[src/rtl/regbank_pkg.sv]
// Shared types and helpers for the burst-access register bank.
package regbank_pkg;

  typedef enum logic [1:0] {
    IDLE   = 2'd0,
    WBURST = 2'd1,
    RBURST = 2'd2
  } state_t;

  // Address width for n registers; never narrower than one bit.
  function automatic int clog2_w(input int n);
    int w;
    w = 1;
    for (int i = 1; i < 31; i++)
      if ((1 << i) < n) w = i + 1;
    return w;
  endfunction

endpackage

[src/rtl/regbank_store.sv]
// Register array: host write port (wins on collision), core write port,
// combinational core read port, registered host read port.
module regbank_store
  import regbank_pkg::*;
#(
  parameter int DATA_W = 8,
  parameter int DEPTH  = 32,
  parameter int ADDR_W = 5
) (
  input  logic              clk,
  input  logic              rstb,
  input  logic              h_we,
  input  logic [ADDR_W-1:0] h_waddr,
  input  logic [DATA_W-1:0] h_wdata,
  input  logic              c_we,
  input  logic [ADDR_W-1:0] c_addr,
  input  logic [DATA_W-1:0] c_wdata,
  output logic [DATA_W-1:0] c_rdata,
  input  logic              r_en,
  input  logic [ADDR_W-1:0] r_addr,
  output logic [DATA_W-1:0] r_data,
  output logic              col
);

  localparam logic [ADDR_W:0] DEPTH_L = (ADDR_W + 1)'(DEPTH);

  logic [DATA_W-1:0] mem [DEPTH];
  logic              c_in;
  logic              c_act;

  // Core side only acts on in-range addresses; host always targets a valid ptr.
  always_comb begin
    c_in    = ({1'b0, c_addr} < DEPTH_L);
    col     = h_we && c_we && (h_waddr == c_addr);
    c_act   = c_we && c_in && !col;
    c_rdata = c_in ? mem[c_addr] : '0;
  end

  // Array update plus registered read; read samples pre-write contents.
  always_ff @(posedge clk or negedge rstb) begin
    if (!rstb) begin
      for (int i = 0; i < DEPTH; i++) mem[i] <= '0;
      r_data <= '0;
    end else begin
      if (c_act) mem[c_addr]  <= c_wdata;
      if (h_we)  mem[h_waddr] <= h_wdata;
      if (r_en)  r_data       <= mem[r_addr];
    end
  end

endmodule

[src/rtl/regbank_burst.sv]
// Register bank with a burst-oriented host port and a simple core port.
// Host opens a burst (write or read), streams beats through an
// auto-incrementing wrapping pointer, and closes it with h_stop.
module regbank_burst
  import regbank_pkg::*;
#(
  parameter int               DATA_W  = 8,
  parameter int               DEPTH   = 32,
  parameter logic [DEPTH-1:0] RO_MASK = '0,
  localparam int              ADDR_W  = clog2_w(DEPTH)
) (
  input  logic              clk,
  input  logic              rstb,
  input  logic              h_start,
  input  logic              h_wr,
  input  logic [ADDR_W-1:0] h_addr,
  input  logic              h_valid,
  input  logic [DATA_W-1:0] h_wdata,
  input  logic              h_stop,
  output logic              h_ready,
  output logic [DATA_W-1:0] h_rdata,
  output logic              h_rvalid,
  input  logic [ADDR_W-1:0] c_addr,
  input  logic              c_we,
  input  logic [DATA_W-1:0] c_wdata,
  output logic [DATA_W-1:0] c_rdata,
  input  logic              err_clr,
  output logic              err_ro,
  output logic              err_col
);

  localparam logic [ADDR_W:0]   DEPTH_L = (ADDR_W + 1)'(DEPTH);
  localparam logic [ADDR_W-1:0] LAST    = ADDR_W'(DEPTH - 1);

  state_t            state;
  logic [ADDR_W-1:0] ptr;
  logic [ADDR_W-1:0] ptr_nxt;
  logic              addr_in;
  logic              wr_beat;
  logic              ro_hit;
  logic              h_we;
  logic              rd_en;
  logic              col;

  // Beat decode: RO beats are dropped but still advance the pointer.
  always_comb begin
    ptr_nxt = (ptr == LAST) ? '0 : ptr + 1'b1;
    addr_in = ({1'b0, h_addr} < DEPTH_L);
    wr_beat = (state == WBURST) && h_valid;
    ro_hit  = wr_beat && RO_MASK[ptr];
    h_we    = wr_beat && !RO_MASK[ptr];
    rd_en   = (state == RBURST) && h_valid;
  end

  regbank_store #(
    .DATA_W (DATA_W),
    .DEPTH  (DEPTH),
    .ADDR_W (ADDR_W)
  ) u_store (
    .clk     (clk),
    .rstb    (rstb),
    .h_we    (h_we),
    .h_waddr (ptr),
    .h_wdata (h_wdata),
    .c_we    (c_we),
    .c_addr  (c_addr),
    .c_wdata (c_wdata),
    .c_rdata (c_rdata),
    .r_en    (rd_en),
    .r_addr  (ptr),
    .r_data  (h_rdata),
    .col     (col)
  );

  // Burst FSM with pointer, read-valid pulse and sticky errors (set beats clear).
  always_ff @(posedge clk or negedge rstb) begin
    if (!rstb) begin
      state    <= IDLE;
      ptr      <= '0;
      h_ready  <= 1'b0;
      h_rvalid <= 1'b0;
      err_ro   <= 1'b0;
      err_col  <= 1'b0;
    end else begin
      h_rvalid <= rd_en;
      err_ro   <= ro_hit | (err_ro  & ~err_clr);
      err_col  <= col    | (err_col & ~err_clr);
      case (state)
        IDLE: begin
          if (h_start) begin
            ptr     <= addr_in ? h_addr : '0;
            state   <= h_wr ? WBURST : RBURST;
            h_ready <= 1'b1;
          end
        end
        WBURST, RBURST: begin
          if (h_valid) ptr <= ptr_nxt;
          if (h_stop) begin
            state   <= IDLE;
            h_ready <= 1'b0;
          end
        end
        default: begin
          state   <= IDLE;
          h_ready <= 1'b0;
        end
      endcase
    end
  end

endmodule

[config.mk]
export PLATFORM = sky130hd
export DESIGN_NAME = regbank_burst
export DESIGN_NICKNAME = d
export VERILOG_FILES = /design/src/rtl/regbank_pkg.sv /design/src/rtl/regbank_store.sv /design/src/rtl/regbank_burst.sv
export SDC_FILE = /design/constraint.sdc
export NUM_CORES = 1
export LEC_CHECK = 0
export CAP_MARGIN = 20
export CORE_MARGIN = 4
export CORE_UTILIZATION = 55
export DETAILED_ROUTE_END_ITERATION = 12
export DONT_BUFFER_PORTS = 1
export GPL_TIMING_DRIVEN = 0
export MAX_ROUTING_LAYER = met4
export PLACE_DENSITY = 0.79
export SLEW_MARGIN = 20
export SYNTH_ARGS = -nofsm -noshare
export SYNTH_HDL_FRONTEND = slang
export SYNTH_SLANG_ARGS = --single-unit
[constraint.sdc]
create_clock -name clk -period 5.8 [get_ports clk]
set_input_delay 0.87 -clock clk [delete_from_list [all_inputs] [get_ports clk]]
set_output_delay 0.87 -clock clk [all_outputs]
set_load 0.02 [all_outputs]
Yosys cells after proc, flatten, opt, wreduce, memory -nomap -nowiden
Memories as Yosys holds them, arrays and structs flattened.
Cells that the tools add are included.
- add/subtract/negate cells: 1
- magnitude comparators: 5
- equal/unequal tests: 7
- mux-type cells: 26
- bitwise logic cells: 7
- reductions and logical operators: 16
- operators by type and width (cell ; count):
    $bwmux W256 ; 2
    $mux W256 ; 2
    $bmux W8 S5 ; 2
    $demux W8 S5 ; 2
    $mux W8 ; 6
    $mux W5 ; 3
    $ge A6 B6 Y1 const B ; 2
    $lt A6 B1 Y1 const B ; 2
    $not A5 Y6 ; 2
    $pmux W5 S2 ; 1
    $logic_and A1 B1 Y1 ; 9
    $lt A5 B6 Y1 const B ; 1
    $mux W2 ; 3
    $ne A2 B2 Y1 const B ; 3
    $add A5 B1 Y5 const B ; 1
    $eq A5 B5 Y1 ; 1
    $eq A5 B5 Y1 const B ; 1
    $pmux W2 S2 ; 1
    $mux W1 ; 3
    $reduce_and A3 Y1 ; 1
    $and A1 B1 Y1 ; 2
    $eq A2 B1 Y1 const B ; 1
    $eq A2 B2 Y1 const B ; 1
    $logic_not A1 Y1 ; 2
    7 further kinds ; 8
- flip-flop bits (word level): 275
- ROM bits: 32
- input port bits: 34
- output and inout bits: 20
- word-level logic and storage cells: 102
- memories: 1
- memory list (name ; depth ; width ; read ports ; clocked after Yosys merged registers in ; wr ports ; line ; RTL):
    (no name shown) ; 32 ; 1 ; 1 ; 0 ; 0 ; regbank_burst.sv:51 ; h_we = wr_beat && !RO_MASK[ptr];

Depth between registers and ports, before layout
- depth after elaboration: 11
- depth in mapped cells: 12
- mapped depth without buffers: 8

Modules after synthesis
A second synthesis with hierarchy kept.
- cells, all modules: 1915
- area total of the unflattened synthesis: 17817.1 µm²
- modules (own cells, without submodules) (module ; instances ; cells an instance ; area an instance (µm²) ; seq. area each (µm²)):
    regbank_store ; 1 ; 1855 ; 17162.7 ; 6606.3
    regbank_burst ; 1 ; 60 ; 654.4 ; 275.3

Worst setup path before layout
Ideal clock, no wire load.
- path type: input to output
- from: input c_addr[0]
- to: output c_rdata[0]
- arrival: 2.641 ns
- data required time: 4.930 ns
- path slack: 2.289 ns
- cell stages on the path: 5
- buffers on the path: 2
- cell sequence: clkbuf_1 > buf_1 > mux4_2 > a22oi_1 > nand4_1
- word-level cells in the longest chain between the ends: 4
- RTL lines (what ; line ; RTL):
    from (decl) ; regbank_burst.sv:23 ; input logic [ADDR_W-1:0] c_addr,
    $not A5 Y6 (implied by the code) ; regbank_store.sv:36 ; c_rdata = c_in ? mem[c_addr] : '0;
    $bmux W8 S5 ; regbank_store.sv:36 ;
    $mux W8 (implied by the code) (2 in series) ; regbank_store.sv:36 ;
    to (decl) ; regbank_burst.sv:26 ; output logic [DATA_W-1:0] c_rdata,
Every way passes these cells. The select of a mux whose other input is x is not followed.

Worst setup path after layout
- from: input c_addr[1]
- to: output c_rdata[5]
Same word-level chain as after synthesis.

==> flow_summary.toml <==
[placed_design]
dp_cells = 2315
place.gp.congestion = 1.13
portBuffers = 0
hpwl_um = 62700

[yosys]
synth_top_family_by_area = "multiplexers"
synth-seq-cells = 275
synthAdderAreaFrac_pct = 0.559
synth_edf_count = 0
synth_top_flop_cell = "dfrtp_1"
yosys.area_share.simple_pct = 18.5
synthMuxAreaShare_pct = 23.3
yosysWarnings = 0
synth-seq-area-share_pct = 38.4
synth_xor_area_share_pct = 0.244
yosys.cell_types.count = 54
synth_cells = 1878
syn_nets = 1920
synth_compound_area_share_pct = 14.3
synthArstFlopShare_pct = 100
syn_area_sq_um = 17900
avgSynthCellArea_sq_um = 9.54

[timing]
hold_ws_ps = 191
clock_skew_ps = 14.5
max_freq_ghz = 0.203
fin_tns_setup_ps = 0
rsz0062_at_grt = "false"
hold_viol = 0
tightest_slew_ps = 1420
slew_headroom_pct = 5.22
period_share_pct = 85.0
finalMaxSlewViolations = 0
fin_crit_ps = 4930
setup_viol = 0

[clock_tree]
cts_buffers = 31
cts-root-buf = "clkbuf_16"
clockBufferDepth = 3
htreeDepth = 1
cts.sinks = 275
cts_tree = "yes"
insertion_delay_ps = 600
post-cts-setup-buffers = 0
cts_resized = 0
clk_pin_slew_worst_paths_ps = 60

[die]
die_y_um = 189
rows = 65
die-area_sq_um = 35500
fp.coreArea_sq_um = 31900
die_w_um = 189
start_util_pct = 56.2
ios = 54

[finish]
stdcell_count = 2378
multiInputGateArea_sq_um = 10200
layout_commonest_cell = "dfrtp_1"
syn2layout_area_growth_pct = 9.72
n_fill_cell = 2684
finalNetCount = 1957
layout-drive-gt1-share_pct = 12.1
fin_util_pct = 61.7
layout_common_cells = "dfrtp_1 (275), nand2_1 (202), mux2i_1 (196), nor2_1 (165), clkbuf_1 (148)"
seqCellArea_sq_um = 6880

[worst_setup_path]
critPathLaunchType = "input pin"
worstReg2RegStart = "ptr[0]"
crit_type = "input pin to output port"
setup.worst_path.end_class = "output port"
reg2reg_depth = 12
crit_arrival_ps = 4060
crit_required_ps = 4930
cp_max_fo = 10
timing.rr.end = "u_store.mem[15]"
r2r_setup_slack_ps = 1320

[grt]
grt_use_total_pct = 49.6
grt_max_degree = 276
grt_pass1_wl_um = 124000
grt_pass1_vias = 17461
grt_overflow = 0
antenna_found_initial = 3

[detailed_routing]
vias = 18251
routed_wl_um = 87800
vias_per_cell = 7.67
post_drt_wl_per_cell_um = 36.9
drc = 0
ant_nets = 0
drt_iter0_markers = 3396
dr.pass1.iters = 7

[power]
power_density_nw_per_um2 = 517
p_leak_nw = 7.54
vdd_ir_drop_max_v = 0.000367

[flow_run]
cap_violations = 0

[hold_path]
hold_path.class = "input pin to async pin"

[outcome]
status = "finished, final reports clean"
==> metal layers <==
layer	share of wire, %	GRT usage, %	routed length, um
met5	0	-	0
met3	17	19.2	14700
met4	7.6	28.1	6650
met1	35	63.4	30700
met2	41	67.4	35700
==> power by group <==
group / total [W] / switching (W) / internal (W)
registers: 0.00379 / 0.00103 / 0.00276
logic: 0.00422 / 0.00253 / 0.00169
clock network: 0.00217 / 0.000905 / 0.00126
total: 0.0102 / 0.00447 / 0.00571
==> critical path: stages <==
cell      delay, ps
clkbuf_1        450
clkbuf_1        480
clkbuf_1        800
mux4_2          460
a22oi_1         500
nand4_1         490
==> cells by family after synthesis <==
family	after synthesis
flip-flops	275
buffers and inverters	209
XOR/XNOR	5
multiplexers	296
adder cells (fa/ha/maj)	8
AND/OR/NAND/NOR	694
AO/OA/AOI/OAI	391
==> per-stage QoR <==
| stage | setup slack [ps] | power [W] | instance area (sq um) |
|---|---|---|---|
| after floorplan | 2290 | 0.00596 | 17900 |
| after global placement | 1100 | 0.00751 | 18500 |
| after detailed placement | 1110 | 0.00764 | 18500 |
| after CTS | 1110 | 0.00979 | 19600 |
| after global routing | 902 | 0.0104 | 19700 |
| final | 867 | 0.0102 | 19700 |
==> synth_stat cells, drive strengths merged (10+ instances only) <==
| master | number | area [sq um] |
|---|---|---|
| nor2 | 165 | 619 |
| o21ai | 24 | 120 |
| inv | 10 | 37.5 |
| nand2 | 202 | 758 |
| mux2i | 196 | 1960 |
| a21oi | 159 | 856 |
| a22oi | 39 | 293 |
| buf | 50 | 250 |
| o211ai | 120 | 901 |
| o22ai | 16 | 100 |
| dfrtp | 275 | 6880 |
| nand3 | 131 | 656 |
| nand4 | 134 | 838 |
| and3 | 12 | 80.1 |
| mux4 | 96 | 2160 |
| clkbuf | 149 | 559 |
==> cell type report <==
type | count | area share (%)
Antenna cell | 3 | 0.0382
Buffer | 199 | 4.17
Clock buffer | 39 | 4.30
Clock inverter | 19 | 1.23
Inverter | 10 | 0.191
Multi-Input combinational cell | 1394 | 51.9
Sequential cell | 275 | 35.0
Tap cell | 435 | 2.77
Timing Repair Buffer | 4 | 0.356
==> how the worst max path moves through the flow <==
stage	from	endpoint
floorplan	c_addr[0]	c_rdata[0]
global placement	c_addr[1]	c_rdata[3]
detailed placement	c_addr[1]	c_rdata[3]
CTS	c_addr[1]	c_rdata[3]
global route	c_addr[1]	c_rdata[3]
finish	c_addr[1]	c_rdata[5]
==> sequential cells by signal (all words and copies together), names as in the netlist <==
name	count
err_col	1
u_store.mem	256
u_store.r_data	8
state	2
h_rvalid	1
h_ready	1
ptr	5
err_ro	1
No activity file was read; power rests on OpenSTA's default activity.
